==> config.mk <==
export PLATFORM = sky130hd
export DESIGN_NAME = iccm_loader
export DESIGN_NICKNAME = d
export VERILOG_FILES = /design/src/rtl/iccm_loader.sv
export SDC_FILE = /design/constraint.sdc
export NUM_CORES = 1
export LEC_CHECK = 0
export ABC_AREA = 0
export CAP_MARGIN = 20
export CORE_UTILIZATION = 45
export DETAILED_ROUTE_END_ITERATION = 16
export MAX_ROUTING_LAYER = met4
export PLACE_DENSITY = 0.71
export SETUP_SLACK_MARGIN = 0.05
export SLEW_MARGIN = 20
export SYNTH_ARGS = -nofsm -noshare
export SYNTH_HDL_FRONTEND = slang
export SYNTH_SLANG_ARGS = --single-unit
==> constraint.sdc <==
create_clock -name clk_i -period 5.6 [get_ports clk_i]
set_clock_uncertainty 0.2 [all_clocks]
set_input_delay 0.56 -clock clk_i [delete_from_list [all_inputs] [get_ports clk_i]]
set_output_delay 0.56 -clock clk_i [all_outputs]
set_load 0.05 [all_outputs]
==> src/rtl/iccm_loader.sv <==
// Streams a length-prefixed little-endian image into instruction memory while holding the core in reset.
// Optional read-back verify of every written word is compiled in with ICCM_LOADER_VERIFY_EN.
module iccm_loader #(
  parameter int unsigned ADDR_W    = 12,
  parameter int unsigned MAX_WORDS = 1024,
  parameter int unsigned BASE_ADDR = 0
) (
  input  logic              clk_i,
  input  logic              rst_i,
  input  logic              start_i,
  input  logic              byte_valid_i,
  input  logic [7:0]        byte_i,
  output logic              byte_ready_o,
  output logic              req_o,
  output logic              we_o,
  output logic [ADDR_W-1:0] addr_o,
  output logic [31:0]       wdata_o,
  output logic [3:0]        wmask_o,
  input  logic [31:0]       rdata_i,
  input  logic              rvalid_i,
  output logic              busy_o,
  output logic              done_o,
  output logic              err_o,
  output logic              core_rst_o
);

  localparam int unsigned CNT_W = 16;
`ifdef ICCM_LOADER_VERIFY_EN
  localparam int unsigned RD_TIMEOUT = 8;
  localparam int unsigned TMO_W      = 3;
`endif

  typedef enum logic [3:0] {
    IDLE  = 4'd0,
    HDR0  = 4'd1,
    HDR1  = 4'd2,
    DATA  = 4'd3,
    WRITE = 4'd4,
`ifdef ICCM_LOADER_VERIFY_EN
    RD    = 4'd5,
    RWAIT = 4'd6,
`endif
    DONE  = 4'd7,
    ERR   = 4'd8
  } state_e;

  state_e             state_q, state_d;
  logic [CNT_W-1:0]   n_q, n_d;
  logic [CNT_W-1:0]   idx_q, idx_d;
  logic [31:0]        word_q, word_d;
  logic [1:0]         byte_cnt_q, byte_cnt_d;
  logic               done_q, done_d;
  logic               err_q, err_d;
  logic               core_rst_q, core_rst_d;
  logic               rdy_q, rdy_d;
  logic               busy_q, busy_d;
  logic               req_q, req_d;
  logic               we_q, we_d;
  logic [3:0]         wmask_q, wmask_d;
  logic [ADDR_W-1:0]  addr_q, addr_d;
  logic [31:0]        wdata_q, wdata_d;
  logic               word_done;
  logic [CNT_W-1:0]   hdr_n_c;
  logic               last_word_c;
`ifdef ICCM_LOADER_VERIFY_EN
  logic [TMO_W-1:0]   tmo_q, tmo_d;
`else
  logic               unused_c;
  assign unused_c = ^{rdata_i, rvalid_i};
`endif

  assign hdr_n_c     = {byte_i, n_q[7:0]};
  assign last_word_c = (idx_q == n_q - CNT_W'(1));

  // State and registered outputs
  always_ff @(posedge clk_i) begin
    if (rst_i) begin
      state_q    <= IDLE;
      n_q        <= '0;
      idx_q      <= '0;
      word_q     <= '0;
      byte_cnt_q <= '0;
      done_q     <= 1'b0;
      err_q      <= 1'b0;
      core_rst_q <= 1'b1;
      rdy_q      <= 1'b0;
      busy_q     <= 1'b0;
      req_q      <= 1'b0;
      we_q       <= 1'b0;
      wmask_q    <= '0;
      addr_q     <= '0;
      wdata_q    <= '0;
`ifdef ICCM_LOADER_VERIFY_EN
      tmo_q      <= '0;
`endif
    end else begin
      state_q    <= state_d;
      n_q        <= n_d;
      idx_q      <= idx_d;
      word_q     <= word_d;
      byte_cnt_q <= byte_cnt_d;
      done_q     <= done_d;
      err_q      <= err_d;
      core_rst_q <= core_rst_d;
      rdy_q      <= rdy_d;
      busy_q     <= busy_d;
      req_q      <= req_d;
      we_q       <= we_d;
      wmask_q    <= wmask_d;
      addr_q     <= addr_d;
      wdata_q    <= wdata_d;
`ifdef ICCM_LOADER_VERIFY_EN
      tmo_q      <= tmo_d;
`endif
    end
  end

  // Next state; outputs are decoded from the next state so they align with it
  always_comb begin
    state_d    = state_q;
    n_d        = n_q;
    idx_d      = idx_q;
    word_d     = word_q;
    byte_cnt_d = byte_cnt_q;
    done_d     = done_q;
    err_d      = err_q;
    core_rst_d = core_rst_q;
    word_done  = 1'b0;
`ifdef ICCM_LOADER_VERIFY_EN
    tmo_d      = tmo_q;
`endif
    case (state_q)
      IDLE, DONE, ERR: begin
        if (start_i) begin
          state_d    = HDR0;
          done_d     = 1'b0;
          err_d      = 1'b0;
          core_rst_d = 1'b1;
          idx_d      = '0;
          byte_cnt_d = '0;
        end
      end
      HDR0: begin
        if (byte_valid_i) begin
          n_d     = {8'h00, byte_i};
          state_d = HDR1;
        end
      end
      HDR1: begin
        if (byte_valid_i) begin
          n_d = hdr_n_c;
          if (hdr_n_c != '0 && 32'(hdr_n_c) <= MAX_WORDS) begin
            state_d = DATA;
          end else begin
            state_d = ERR;
            err_d   = 1'b1;
          end
        end
      end
      DATA: begin
        // Bytes enter at the top so the first byte ends up in [7:0]
        if (byte_valid_i) begin
          word_d     = {byte_i, word_q[31:8]};
          byte_cnt_d = byte_cnt_q + 2'd1;
          if (byte_cnt_q == 2'd3) state_d = WRITE;
        end
      end
      WRITE: begin
`ifdef ICCM_LOADER_VERIFY_EN
        state_d = RD;
`else
        word_done = 1'b1;
`endif
      end
`ifdef ICCM_LOADER_VERIFY_EN
      RD: begin
        tmo_d   = '0;
        state_d = RWAIT;
      end
      RWAIT: begin
        if (rvalid_i) begin
          if (rdata_i != word_q) begin
            state_d = ERR;
            err_d   = 1'b1;
          end else begin
            word_done = 1'b1;
          end
        end else if (tmo_q == TMO_W'(RD_TIMEOUT - 2)) begin
          state_d = ERR;
          err_d   = 1'b1;
        end else begin
          tmo_d = tmo_q + TMO_W'(1);
        end
      end
`endif
      default: state_d = IDLE;
    endcase

    if (word_done) begin
      if (last_word_c) begin
        state_d    = DONE;
        done_d     = 1'b1;
        core_rst_d = 1'b0;
      end else begin
        idx_d   = idx_q + CNT_W'(1);
        state_d = DATA;
      end
    end

    rdy_d   = (state_d == HDR0) || (state_d == HDR1) || (state_d == DATA);
    busy_d  = !((state_d == IDLE) || (state_d == DONE) || (state_d == ERR));
    we_d    = (state_d == WRITE);
    req_d   = we_d;
`ifdef ICCM_LOADER_VERIFY_EN
    req_d   = we_d || (state_d == RD);
`endif
    wmask_d = we_d ? 4'hF : 4'h0;
    addr_d  = req_d ? ADDR_W'(BASE_ADDR) + ADDR_W'(idx_d) : '0;
    wdata_d = we_d ? word_d : '0;
  end

  assign byte_ready_o = rdy_q;
  assign busy_o       = busy_q;
  assign done_o       = done_q;
  assign err_o        = err_q;
  assign core_rst_o   = core_rst_q;
  assign req_o        = req_q;
  assign we_o         = we_q;
  assign wmask_o      = wmask_q;
  assign addr_o       = addr_q;
  assign wdata_o      = wdata_q;

endmodule

== Word level (Yosys, flattened, before mapping) ==
Cells that the tools add are included.
W data, S select, Z words.

* Output and inout port bits: 55
* Register bits: 124
* Word-level logic and storage cells: 93
* Input port bits: 45

* Magnitude comparators: 1
* Reductions and logical operators: 18
* Muxes and demuxes: 35
* Bitwise gates (word level): 2
* Eq/ne operators: 19
* Add/subtract/negate cells: 3

{| class="wikitable"
|+ Operator list
! operator !! number
|-
| $mux W16 || 6
|-
| $mux W32 || 2
|-
| $mux W4 || 8
|-
| $pmux W16 S2 || 1
|-
| $pmux W4 S5 || 1
|-
| $add A16 B1 Y16 const B || 1
|-
| $eq A16 B16 Y1 || 1
|-
| $eq A4 B2 Y1 const B || 4
|-
| $eq A4 B3 Y1 const B || 4
|-
| $le A16 B11 Y1 const B || 1
|-
| $reduce_bool A16 Y1 || 1
|-
| $sub A16 B1 Y16 const B || 1
|-
| $mux W1 || 12
|-
| $ne A2 B2 Y1 const B || 5
|-
| $reduce_and A3 Y1 || 3
|-
| $eq A4 B1 Y1 const B || 2
|-
| $eq A4 B4 Y1 const B || 2
|-
| $logic_not A4 Y1 || 2
|-
| $reduce_bool A2 Y1 || 3
|-
| $logic_or A1 B1 Y1 || 4
|-
| $mux W2 || 2
|-
| $pmux W2 S2 || 1
|-
| $reduce_and A4 Y1 || 1
|-
| $mux W3 || 1
|-
| other kinds (8) || 9
|}

== Logic depth before layout (Yosys ltp) ==
Gate-level depths: netlist of run 1.

* Depth in word-level cells: 10
* Mapped depth: 12
* Gate-level depth less buffers: 9

== Worst setup path after synthesis of run 1 ==
No wires, ideal clock.

* Kind: flip-flop to flip-flop
* Start point: reg n_q[10]
* End point: reg wdata_q[22] (netlist: wdata_o[22])
* Stages on the path, launching flop included: 11
* Data required time: 5,312 ps
* Buffers on the path: 3
* Setup time: 88 ps
* Period minus slack after synthesis: 3,171 ps
* Slack: 2,429 ps
* Arrival: 2,883 ps
* Cells stage by stage: dfxtp_1 > or4_4 > or4_1 > a211o_1 > a211oi_2 > and4_1 > buf_4 > a222oi_1 > buf_4 > buf_6 > nor4_2

* Word-level cells in the longest chain between the ends: 7

{| class="wikitable"
|+ RTL lines
! element !! line !! RTL
|-
| start, declared || 48 || <nowiki>logic [CNT_W-1:0] n_q, n_d;</nowiki>
|-
| start signal, assigned || 98 || <nowiki>n_q <= n_d;</nowiki>
|-
| $sub A16 B1 Y16 || 73 || <nowiki>assign last_word_c = (idx_q == n_q - CNT_W'(1));</nowiki>
|-
| $eq A16 B16 Y1 || 73 ||
|-
| $mux W3 || 200 || <nowiki>if (last_word_c) begin</nowiki>
|-
| $mux W4 || 199 || <nowiki>if (word_done) begin</nowiki>
|-
| $eq A4 B3 Y1 || 212 || <nowiki>we_d = (state_d == WRITE);</nowiki>
|-
| $not A1 Y1 (no source line) || -- ||
|-
| $reduce_or A2 Y1 (no source line) || -- ||
|-
| end signal, assigned || 111 || <nowiki>wdata_q <= wdata_d;</nowiki>
|-
| end, declared || 61 || <nowiki>logic [31:0] wdata_q, wdata_d;</nowiki>
|}

Every way passes these cells.
A chain may end at the register's enable or synchronous reset.

== Final worst setup path of run 1 ==
* Start point: reg n_q[0]
* End point: reg addr_q[6] (netlist: addr_o[6])

* Word-level cells in the longest chain between the ends: 9
* Elaborated cells on any way between the ends: 15
* Those cells by class: add/sub: 1; order compare: 1; eq/ne: 2; mux: 7; bitwise: 1; reduce/logical: 3

{| class="wikitable"
|+ RTL lines
! element !! line !! RTL
|-
| $le A16 B11 Y1 / $reduce_bool A16 Y1 (equally long branches) || 152 || <nowiki>if (hdr_n_c != '0 && 32'(hdr_n_c) <= MAX_WORDS) begin</nowiki>
|-
| $logic_and A1 B1 Y1 || 152 ||
|-
| $mux W4 || 152 ||
|-
| $mux W4 || 150 || <nowiki>if (byte_valid_i) begin</nowiki>
|-
| $pmux W4 S5 || 132 || <nowiki>case (state_q)</nowiki>
|-
| $mux W4 || 199 ||
|-
| $eq A4 B3 Y1 || 212 ||
|-
| $not A1 Y1 (no source line) || -- ||
|-
| $reduce_or A2 Y1 (no source line) || -- ||
|-
| end signal, assigned || 110 || <nowiki>addr_q <= addr_d;</nowiki>
|-
| end, declared || 60 || <nowiki>logic [ADDR_W-1:0] addr_q, addr_d;</nowiki>
|}

Parallel ways exist; a longest one is shown, timed or not.

==> run summary, run 1 <==
The flow ran to the end, and the final reports show no timing, DRC or antenna violations. The cell type with the highest aggregate area in the netlist is dfxtp_1. Setup violations remaining at the end of the flow were counted as 0. The maximum number of pins on one net before global-route repair was 91; the hold-fix buffer count after cts was 0.

The detailed-route vias per instance was 5.84. For the sequential fraction of design power, the log shows 0.399. After clock tree synthesis, the clock-pin slew on the worst setup and hold paths is 0.06 ns.

From synthesis to final layout, the design area changed by 24.5%. The floorplan step set the die height to 110 um. For this run, design rule violations remaining after detail routing come to 0. After global routing the overflow that remains totals 0.

The run gives 0 as the max-slew violation count. The clock network latency to the later pin of the worst-skew pair was 0.42 ns; the final period demand of the worst path was 4.33 ns. The switching fraction of total power came out at 0.247.

For this design the ratio of total power to cell area is 336 nW/um2. Overall power consumption after layout is estimated at 2.19 mW. The number of buffers inserted by port buffering works out to 66.

The core region is 11400 um2. In this design, the stage delay of the slowest critical-path cell is 0.76 ns. The most used flip-flop cell after synthesis is dfxtp_1. The logic gate share of total power is 0.083, and the via count of the first global-routing pass is 4209. TritonCTS built the clock tree.

The logs give 5250 um2 for the cell area after technology mapping and 8390 um for the half-perimeter wire length after placement. For this block, the initial DRC count from the detailed router was 258. Adding up every negative setup slack in the final design gives 0 ns. For the area of the die, the log shows 12100 um2. The run gives 5 as the number of search-and-repair iterations in the first detailed-routing pass. The antenna diode count is 0. In this run the horizontal extent of the chip is 110 um. Sorting the synthesized cells by area gives the leading types as dfxtp_1 (46%), mux2i_1 (7.4%), nor2_1 (4.5%). The logs give 0.266 ns for the worst hold slack after final layout and 231 MHz for the fmax.

The worst setup path is captured at a flip-flop. The cell chosen for the clock root is clkbuf_16. The tools report the post-cts resize count as 0.

The slowest stage of the critical path is the nor3b_1 cell. Averaged over all synthesized cells, the footprint is 9.56 um2. For the initial standard-cell utilization of the core, the log shows 0.461. In the final routed layout, each cell accounts on average for 16.9 um. The number of distinct standard cells referenced by the synthesized netlist came out at 55. Clock tree synthesis found a total of 120 sinks. The overall routing resource usage was 0.229; the async set-or-reset flop fraction in the synthesized netlist was 0. The run gives 541 uW as the net load switching power. The signal on the critical path passes through inv_1 > ha_1 > nor3b_1 > and3_1 > o21ai_0 > a2111oi_0 > and4_1 > a222oi_1 > buf_4 > a2111oi_2.

Required time reported for the critical path endpoint: 5.71 ns. Post-CTS setup buffer count: 0. In the synthesized netlist, the cells that appear most often are dfxtp_1 (120), nor2_1 (63), clkbuf_1 (40), mux2i_1 (39), a21oi_1 (22). Summing over every cut layer, the via total after detailed routing is 4357. The number of antenna violations at the first check in global routing was 0. The first global-routing pass estimated 20700 um of wire. The number of H-tree branching levels is 4. Max-cap violations in this run came to 0.

The placement row count was 39; the count of final hold-check violations was 0. Counting the buffers created by CTS gives 17. The pin slew with the least headroom to its limit was 1.05 ns; the final-stage net count was 638. The data arrival time at the worst-slack endpoint was 4.43 ns. The dominant cell by count in the synthesized netlist is dfxtp_1. For the largest voltage drop on the vdd net, the log shows 0.329 mV.

The final estimated routing congestion in global placement was 0.868; the number of nets in the synthesized netlist was 597. Count of warnings emitted by yosys: 0. Counting flops with a built-in enable in the synthesized netlist gives 0.

The portion of synthesized cell area occupied by the leading cell type was 0.458; the remaining max-slew budget at the tightest pin was 0.300. Wires add up to 12600 um. The detail route stage leaves a number of antenna-violating nets equal to 0.

In the synthesized netlist, the number of instances is 549. Type of origin of the critical path: a flip-flop. The synthesized design contains 120 register bits.

Pin placement for this block handled 100 I/O pins. The share of the yosys chip area belonging to registers is 0.458. Along the worst path, the maximum fanout reaches 24. The largest buffer count on any clock path was 2. The class of the most critical hold timing path is flip-flop to flip-flop. The fraction of final layout cells sized beyond drive strength 1 is 0.131, and the clock network fraction of total power is 0.518.

Setup repair after global routing left no endpoint under its margin. The static power due to leakage came out at 2.40 nW. For the cell internal power dissipation, the log shows 1.65 mW. The final clock period utilization by the worst path works out to 0.772. By startpoint and endpoint, the worst setup path is classified as flip-flop to flip-flop.
## final cells by class
type                            instances  area, um2
Clock inverter                         13        170
Multi-Input combinational cell        373       2600
Tap cell                              143        179
Sequential cell                       120       2400
Timing Repair Buffer                   73        711
Inverter                                5       18.8
Clock buffer                           19        453
Fill cell                             969       4840
## critical path, delay by kind of cell (launching register included)
family	cells	cell delay, ns
AOI/OAI and AO/OA	4	1.28
buffers and inverters	2	0.36
adders and majority gates	1	0.24
and+or+nand+nor	3	1.75
DFF	1	0.36
## power by group through the flow
stage	clock (mW)	combinational, mW	sequential [mW]
final	1.14	0.181	0.876
after global routing	1.19	0.196	0.876
after CTS	1.14	0.181	0.875
after detailed placement	0	0.180	0.894
after global placement	0	0.176	0.893
after floorplan	0	0.131	0.895
## metrics by stage
step                      utilization  cell area (um2)  worst slack, ns  cells
after floorplan                     -             5250             2.43    549
after global placement          0.520             5910             1.39    714
after detailed placement        0.520             5910             1.35    714
after CTS                       0.575             6530             1.31    746
after global routing            0.575             6530            0.897    746
final                           0.575             6530             1.27    746
## metal layers
| metal | vias to the layer above | global-route usage | routed length (um) | share of wire |
|---|---|---|---|---|
| met1 | 2116 | 0.266 | 5340 | 0.42 |
| li1 | 2099 | - | - | - |
| met5 | - | - | 0 | 0 |
| met2 | 122 | 0.384 | 6410 | 0.51 |
| met3 | 20 | 0.0588 | 622 | 0.049 |
| met4 | 0 | 0.0810 | 243 | 0.019 |
## flip-flops by register name, summed over array words and instances (netlist names)
signal / cells
addr_o: 12
byte_ready_o: 1
byte_cnt_q: 2
wmask_o: 1
n_q: 16
done_o: 1
wdata_o: 32
core_rst_o: 1
err_o: 1
idx_q: 16
busy_o: 1
state_q: 4
word_q: 32
## path summary, 6_finish.rpt
path	startpoint	end	slack [ns]	depth (start not counted)
setup / recovery	n_q[0]	addr_o[6]	1.27	10
hold / removal	err_o	err_o	0.27	2
setup reg to reg	n_q[0]	addr_o[6]	1.27	10
hold reg to reg	err_o	err_o	0.27	2
## logic make-up (layout without fill, tap and decap cells)
group / count (synthesis) / after routing / share of synthesized area
and+or+nand+nor: 206 / 206 / 0.227
DFF: 120 / 120 / 0.458
AOI/OAI and AO/OA: 105 / 105 / 0.152
buffers and inverters: 56 / 110 / 0.0484
muxes: 39 / 39 / 0.0744
xor gates and xnor gates: 20 / 20 / 0.0334
adders and majority gates: 3 / 3 / 0.00716
## placed cells by master (no fill, tap or decap), types with 3 or more instances in the layout
cell type / synthesis / routed
nor2_1: 63 / 63
a22oi_1: 10 / 10
nand2_1: 21 / 20
nand4_1: 5 / 5
ha_1: 3 / 3
nor2b_1: 4 / 4
bufinv_16: 0 / 3
buf_4: 7 / 8
nor4_1: 20 / 20
clkinv_4: 0 / 4
o211ai_1: 16 / 16
or2_2: 3 / 3
nor4_2: 18 / 18
xnor2_1: 9 / 9
nor3_1: 18 / 18
a31oi_1: 6 / 6
mux2i_1: 39 / 39
o21ai_0: 18 / 18
and2_1: 3 / 3
a21oi_1: 22 / 22
nand2b_1: 4 / 4
nand3_1: 9 / 9
nor3b_1: 3 / 3
xor2_1: 11 / 11
clkbuf_16: 0 / 17
or4_1: 5 / 5
a2111oi_2: 12 / 12
dfxtp_1: 120 / 120
clkinvlp_4: 0 / 3
and3_1: 14 / 14
or3_1: 7 / 7
clkdlybuf4s50_1: 0 / 65
inv_1: 5 / 5
No activity file was read; power rests on OpenSTA's default activity.
==> run 2, diff against run 1 <==
==> constraint.sdc (replaced) <==
create_clock -name clk_i -period 4.45 [get_ports clk_i]
set_clock_uncertainty 0.2 [all_clocks]
set_input_delay 0.445 -clock clk_i [delete_from_list [all_inputs] [get_ports clk_i]]
set_output_delay 0.445 -clock clk_i [all_outputs]
set_load 0.05 [all_outputs]
==> run 2 against run 1 <==
Register-to-register slack worse by 0.62 ns; die area did not move; flip-flop and latch count did not move; clock power rose by 24%; design area increased by 0.54%; setup slack got worse by 0.62 ns; first-iteration DRC count increased by 28%; combinational power rose by 31%; sequential power grew 26%; total power up 25%; final cell count increased by 0.54%; maximum frequency is 14% higher.
==> run summary, run 2 (synthesis results as in run 1) <==
The flow ran to the end, and the final reports show no timing, DRC or antenna violations. The run gives 100 as the number of ports placed on the die boundary. The first routing iteration left 330 violations. In this run the worst setup path terminates at addr_o[5]. The count of final hold-check violations was 0.

The number of cells in the finished layout apart from fillers is 750, and the max-slew violation count is 0. Detailed routing inserted a total of 4349 vias. The clock-pin slew on the worst setup and hold paths is 0.05 ns. The tools report the critical path capture point type as a flip-flop.

The die is 110 um wide. From synthesis to final layout, the design area changed by 25.2%. Once placement completed, the tool counted placed cells totaling 718. In this run the number of H-tree levels came out at 4. Cell chosen for the clock root: clkbuf_16. The floorplan has 39 rows.

The number of buffers inserted by port buffering was 66. After detailed placement, the total cell area comes to 5950 um2. The half-perimeter wire length after placement is 8350 um. The worst register-to-register path ends at addr_o[5]. In the routed design, unresolved DRC markers number 0. For the post-CTS setup buffer count, the log shows 0. The overall routed net length came out at 12500 um. The worst setup path is launched from a flip-flop.

The final clock period utilization by the worst path came out at 0.852. For flop-to-flop paths, the worst setup slack is 0.66 ns. The tools report the number of antenna violations at the first check in global routing as 0.

The global-route wire length before repair was 20700 um; the height of the chip was 110 um. The fraction of final layout cells sized beyond drive strength 1 is 0.135, and the largest buffer count on any clock path is 2. The detailed-route vias per instance came out at 5.80. The startpoint identified for the worst register-to-register timing path is n_q[0]. The number of cells on the worst reg-to-reg path is 10. The first detailed-routing pass ran for 5 iterations. For this design, the CTS-stage hold fixing added 0 buffers. At the pin with the least slew margin, the transition time is 1.08 ns. Summed over all failing endpoints, the final setup total negative slack is 0 ns.

After the last flow step, the layout net total stands at 642. The run gives 11400 um2 as the core box area. The tools report the total clock buffers created by CTS as 17. The clock network latency to the later pin of the worst-skew pair is 0.42 ns. TritonCTS built the clock tree. The run gives 69 as the maximum number of pins on one net before global-route repair. STA puts the critical path data arrival time at 3.87 ns. The run gives 0 as the post-cts resize count.

Type of the setup path with the least slack: flip-flop to flip-flop. The tools report the via count of the first global-routing pass as 4183. Setup violations remaining at the end of the flow were counted as 0. The total power was 2.75 mW; the count of fill cells added during filler insertion was 993. The largest driver fanout on the critical path was 16; the area of the die was 12100 um2. The congestion estimate from routability-driven global placement came to 0.909.

The most common library cell in the layout ignoring fill and taps is dfxtp_1. The final core utilization is 0.578. For the reported max-cap violation count, the log shows 0. The overall routing resource usage was 0.234; the fmax was 264 MHz. After routing the design area is 6570 um2. The analysis attributes to cell leakage a power of 2.42 nW. The tools report the antenna violation net count after detailed routing as 0. CTS saw 120 sinks. The average wire per cell in the routed design is 16.6 um, and the global route total overflow is 0. The final period demand of the worst path was 3.79 ns. The power density over the cells was 419 nW/um2. The most critical setup path has its startpoint at n_q[0]. The run gives 0.461 as the initial standard-cell utilization of the core.

In the layout the commonest cells are dfxtp_1 (120), clkdlybuf4s50_1 (65), nor2_1 (63), mux2i_1 (39), a21oi_1 (22). Data on the critical path is required at its endpoint by 4.53 ns. Across the VDD grid, the largest voltage drop is 0.306 mV. The min-delay analysis places its worst path in the category flip-flop to flip-flop. The run gives 0.278 as the remaining max-slew budget at the tightest pin.

Setup repair after global routing left no endpoint under its margin. The repair_antennas step left the layout with diodes totalling 0.
==> run 2: cell types whose count changed in the layout (fill, tap and decap cells not counted) <==
cell	delta
buf_12	+1
buf_4	+3
clkbuf_1	+1
clkbuf_8	+1
clkinv_2	+2
clkinv_4	-3
inv_6	-1
==> run 2: through the flow <==
stage | setup WS (ns) | hold slack, ns
global route | 0.231 | 0.287
global placement | 0.838 | 0.245
finish | 0.657 | 0.261
detailed placement | 0.675 | 0.257
CTS | 0.664 | 0.264
floorplan | 1.28 | 0.236
==> run 2: power by group <==
group	switching [mW]	internal, mW	total [mW]
Clock	0.487	0.923	1.41
Sequential	0.0158	1.09	1.10
Combinational	0.152	0.0864	0.238
Total	0.655	2.10	2.75
==> run 2: worst max-delay path, cell delays in order (launching register included) <==
cell	delay, ns
dfxtp_1	0.37
inv_1	0.08
ha_1	0.25
nor3b_1	0.40
buf_4	0.21
and3_1	0.14
o21ai_0	0.06
a2111oi_0	0.73
nand4_1	0.68
o21ai_0	0.40
a2111oi_2	0.12
==> run 2: worst min-delay path by stage <==
| stage | start | to | slack (ns) | cells after the start |
|---|---|---|---|---|
| finish | byte_cnt_q[1] | byte_cnt_q[1] | 0.26 | 2 |
| global placement | err_o | err_o | 0.25 | 2 |
| global route | err_o | err_o | 0.29 | 2 |
| CTS | err_o | err_o | 0.26 | 2 |
| detailed placement | err_o | err_o | 0.26 | 2 |
| floorplan | byte_cnt_q[1] | byte_cnt_q[1] | 0.24 | 2 |
==> run 2: metal layers <==
layer / track usage / part of all wire / vias up
li1: - / - / 2115
met1: 0.266 / 0.42 / 2078
met2: 0.372 / 0.50 / 132
met3: 0.0794 / 0.054 / 24
met4: 0.106 / 0.026 / 0
met5: - / 0 / -
==> run 2: final cells by class <==
type	instances	area, um2	area share
multi-input cells	373	2600	0.396
well taps	143	179	0.0272
clock inverters	11	145	0.0221
repair buffers	77	753	0.115
clock buffers	21	470	0.0716
flip-flops and latches	120	2400	0.366
inverters	5	18.8	0.00286
==> run 3, diff against run 2 <==
--- a/config.mk
+++ b/config.mk
@@ -7,10 +7,13 @@
 export LEC_CHECK = 0
 export ABC_AREA = 0
 export CAP_MARGIN = 20
-export CORE_UTILIZATION = 45
+export CELL_PAD_IN_SITES_DETAIL_PLACEMENT = 0
+export CELL_PAD_IN_SITES_GLOBAL_PLACEMENT = 1
+export CORE_UTILIZATION = 40
+export CTS_CLUSTER_SIZE = 30
 export DETAILED_ROUTE_END_ITERATION = 16
 export MAX_ROUTING_LAYER = met4
-export PLACE_DENSITY = 0.71
+export PLACE_DENSITY_LB_ADDON = 0.1
 export SETUP_SLACK_MARGIN = 0.05
 export SLEW_MARGIN = 20
 export SYNTH_ARGS = -nofsm -noshare
==> run 3 against run 2 <==
Non-clock buffer count increased by 2; first-iteration DRC count decreased by 26%; design area increased by 1.3%; register-to-register slack improved by 0.11 ns; final cell count increased by 4.1%; via count decreased by 2.5%; total power increased by 2.6%; maximum frequency increased by 2.9%; wire length increased by 3.6%; core utilization decreased by 5.5 points; critical path type unchanged.
==> run summary, run 3 (synthesis results as in run 1) <==
The flow ran to the end, and the final reports show no timing, DRC or antenna violations. Largest buffer count on any clock path: 2. Relative to the synthesized area, the layout overhead comes to 26.8%. Count of final hold-check violations: 0. The required time reported for the critical path endpoint was 4.54 ns.

After detailed routing, the number of remaining DRC violations is 0. The analysis attributes to cell leakage a power of 2.45 nW. The family with the most delay on the worst path is compound AO/OA/AOI/OAI gates. For this block, the via count after detailed routing is 4241. Max-slew violation count: 0. The tools report the remaining max-slew budget at the tightest pin as 0.389. In the layout the commonest cells are dfxtp_1 (120), clkdlybuf4s50_1 (65), nor2_1 (63), mux2i_1 (39), a21oi_1 (22). The total negative setup slack came out at 0 ns. Largest driver fanout on the critical path: 16. Most common library cell in the layout ignoring fill and taps: dfxtp_1.

After detailed routing, the number of vias per cell comes to 5.43. The fraction of final layout cells sized beyond drive strength 1 is 0.141, and the final period demand of the worst path is 3.68 ns. Detailed placement finished with a half-perimeter wire length of 8800 um.

Post-CTS repair changed the size of 0 cells. The first global-routing pass estimated 21200 um of wire. The floorplan step defined a core boundary enclosing 12700 um2. Data arrives at the worst endpoint at 3.78 ns. Most prevalent standard cell on the critical path: buf_4. For this run, the top clock speed supported by timing is 271 MHz.

The placement row count came out at 41. Final core utilization: 0.523. At the end of the flow, the number of nets in the layout was 644. Setup repair after global routing left no endpoint under its margin. The global route total overflow was 0. The post-CTS setup buffer count was 0; the final clock period utilization by the worst path was 0.828.

The overall routing resource usage came out at 0.213. The type of the setup path with the least slack is flip-flop to flip-flop. The logs give 17 for the total clock buffers created by CTS and 12900 um for the overall routed net length. The number of ports placed on the die boundary is 100, and the number of H-tree branching levels is 4.

The repair_antennas step left the layout with diodes totalling 0. The die is 117 um tall. The worst hold path belongs to the class flip-flop to flip-flop. The worst setup path is captured at a flip-flop.

The number of buffers inserted by port buffering came out at 66. The number of hold buffers added after CTS was 0. The signal on the critical path passes through inv_1 > ha_1 > nor3b_1 > buf_4 > and3_1 > o21ai_0 > a2111oi_0 > and4_1 > buf_4 > o211ai_1 > a2111oi_2. The tools report the antenna violation net count after detailed routing as 0. The power density over the cells works out to 424 nW/um2.

Setup violations remaining at the end of the flow were counted as 0. The pin slew with the least headroom to its limit is 0.917 ns, and the largest voltage drop on the vdd net is 0.277 mV. The tools report the maximum number of pins on one net before global-route repair as 82.

Count of clock tree sinks: 120. The area of the die was 13600 um2. The number of antenna violations at the first check in global routing is 0.

The buffer and inverter count on the worst path works out to 3. The tools report the cell chosen for the clock root as clkbuf_16. The run gives 0 as the reported max-cap violation count.

The clock network latency to the later pin of the worst-skew pair was 0.42 ns; the final estimated routing congestion in global placement was 0.844. The run gives 0.412 as the initial standard-cell utilization of the core. After the first detailed-routing iteration, the DRC count stood at 243. TritonCTS built the clock tree.

The type of origin of the critical path is a flip-flop. The floorplan step set the die width to 117 um. The tools report the via count of the first global-routing pass as 4041. The maximum single-stage delay on the critical path is 0.59 ns. The slowest stage of the critical path belongs to the cell a2111oi_0. The number of search-and-repair iterations in the first detailed-routing pass was 4; the average wire per cell in the routed design was 16.5 um.

The clock-pin slew on the worst setup and hold paths was 0.06 ns.
run 3: changes by cell type in the layout (fill, tap and decap cells not counted), moves of 2 or more:
cell and change:
clkbuf_8 -3, clkinv_2 -3, clkinv_4 +4, inv_6 +2
run 3: path summary, 6_finish.rpt:
kind / startpoint / endpoint / cells past startpoint / slack [ns]
worst min-delay path: byte_cnt_q[1] / byte_cnt_q[1] / 2 / 0.26
worst min register to register: byte_cnt_q[1] / byte_cnt_q[1] / 2 / 0.26
worst max register to register: n_q[0] / addr_o[6] / 11 / 0.77
worst max-delay path: n_q[0] / addr_o[6] / 11 / 0.77
run 3: final cells by class:
| class | instances | area, um2 |
|---|---|---|
| inverter | 5 | 18.8 |
| timing repair buffer | 79 | 772 |
| clock buffer | 17 | 425 |
| tap | 172 | 215 |
| sequential | 120 | 2400 |
| multi-input combinational | 373 | 2600 |
| fill | 1237 | 6070 |
| clock inverter | 15 | 216 |
run 3: power breakdown:
part	internal (mW)	switching (mW)
registers	1.09	0.0160
logic	0.0884	0.153
clock network	0.949	0.531
run 3: stage by stage:
| stage | hold WS, ns | power [mW] | setup slack [ns] | instance area (um2) | std cells |
|---|---|---|---|---|---|
| final | 0.265 | 2.82 | 0.765 | 6650 | 781 |
| after global routing | 0.318 | 2.92 | 0.462 | 6650 | 781 |
| after CTS | 0.262 | 2.85 | 0.726 | 6640 | 780 |
| after detailed placement | 0.254 | 1.37 | 0.774 | 6000 | 748 |
| after global placement | 0.242 | 1.37 | 0.816 | 6000 | 748 |
| after floorplan | 0.236 | 1.29 | 1.28 | 5250 | 549 |
run 3: worst register-to-register path, stage by stage, from the launching register on:
cell,delay [ns]
dfxtp_1,0.37
inv_1,0.08
ha_1,0.24
nor3b_1,0.42
buf_4,0.22
and3_1,0.15
o21ai_0,0.07
a2111oi_0,0.59
and4_1,0.34
buf_4,0.26
o211ai_1,0.15
a2111oi_2,0.46
run 3: layer usage:
| layer | GRT usage | part of all wire | vias up |
|---|---|---|---|
| met5 | - | 0 | - |
| met4 | 0.0846 | 0.017 | 0 |
| met3 | 0.0524 | 0.034 | 18 |
| met2 | 0.341 | 0.49 | 69 |
| met1 | 0.257 | 0.46 | 2040 |
| li1 | - | - | 2114 |
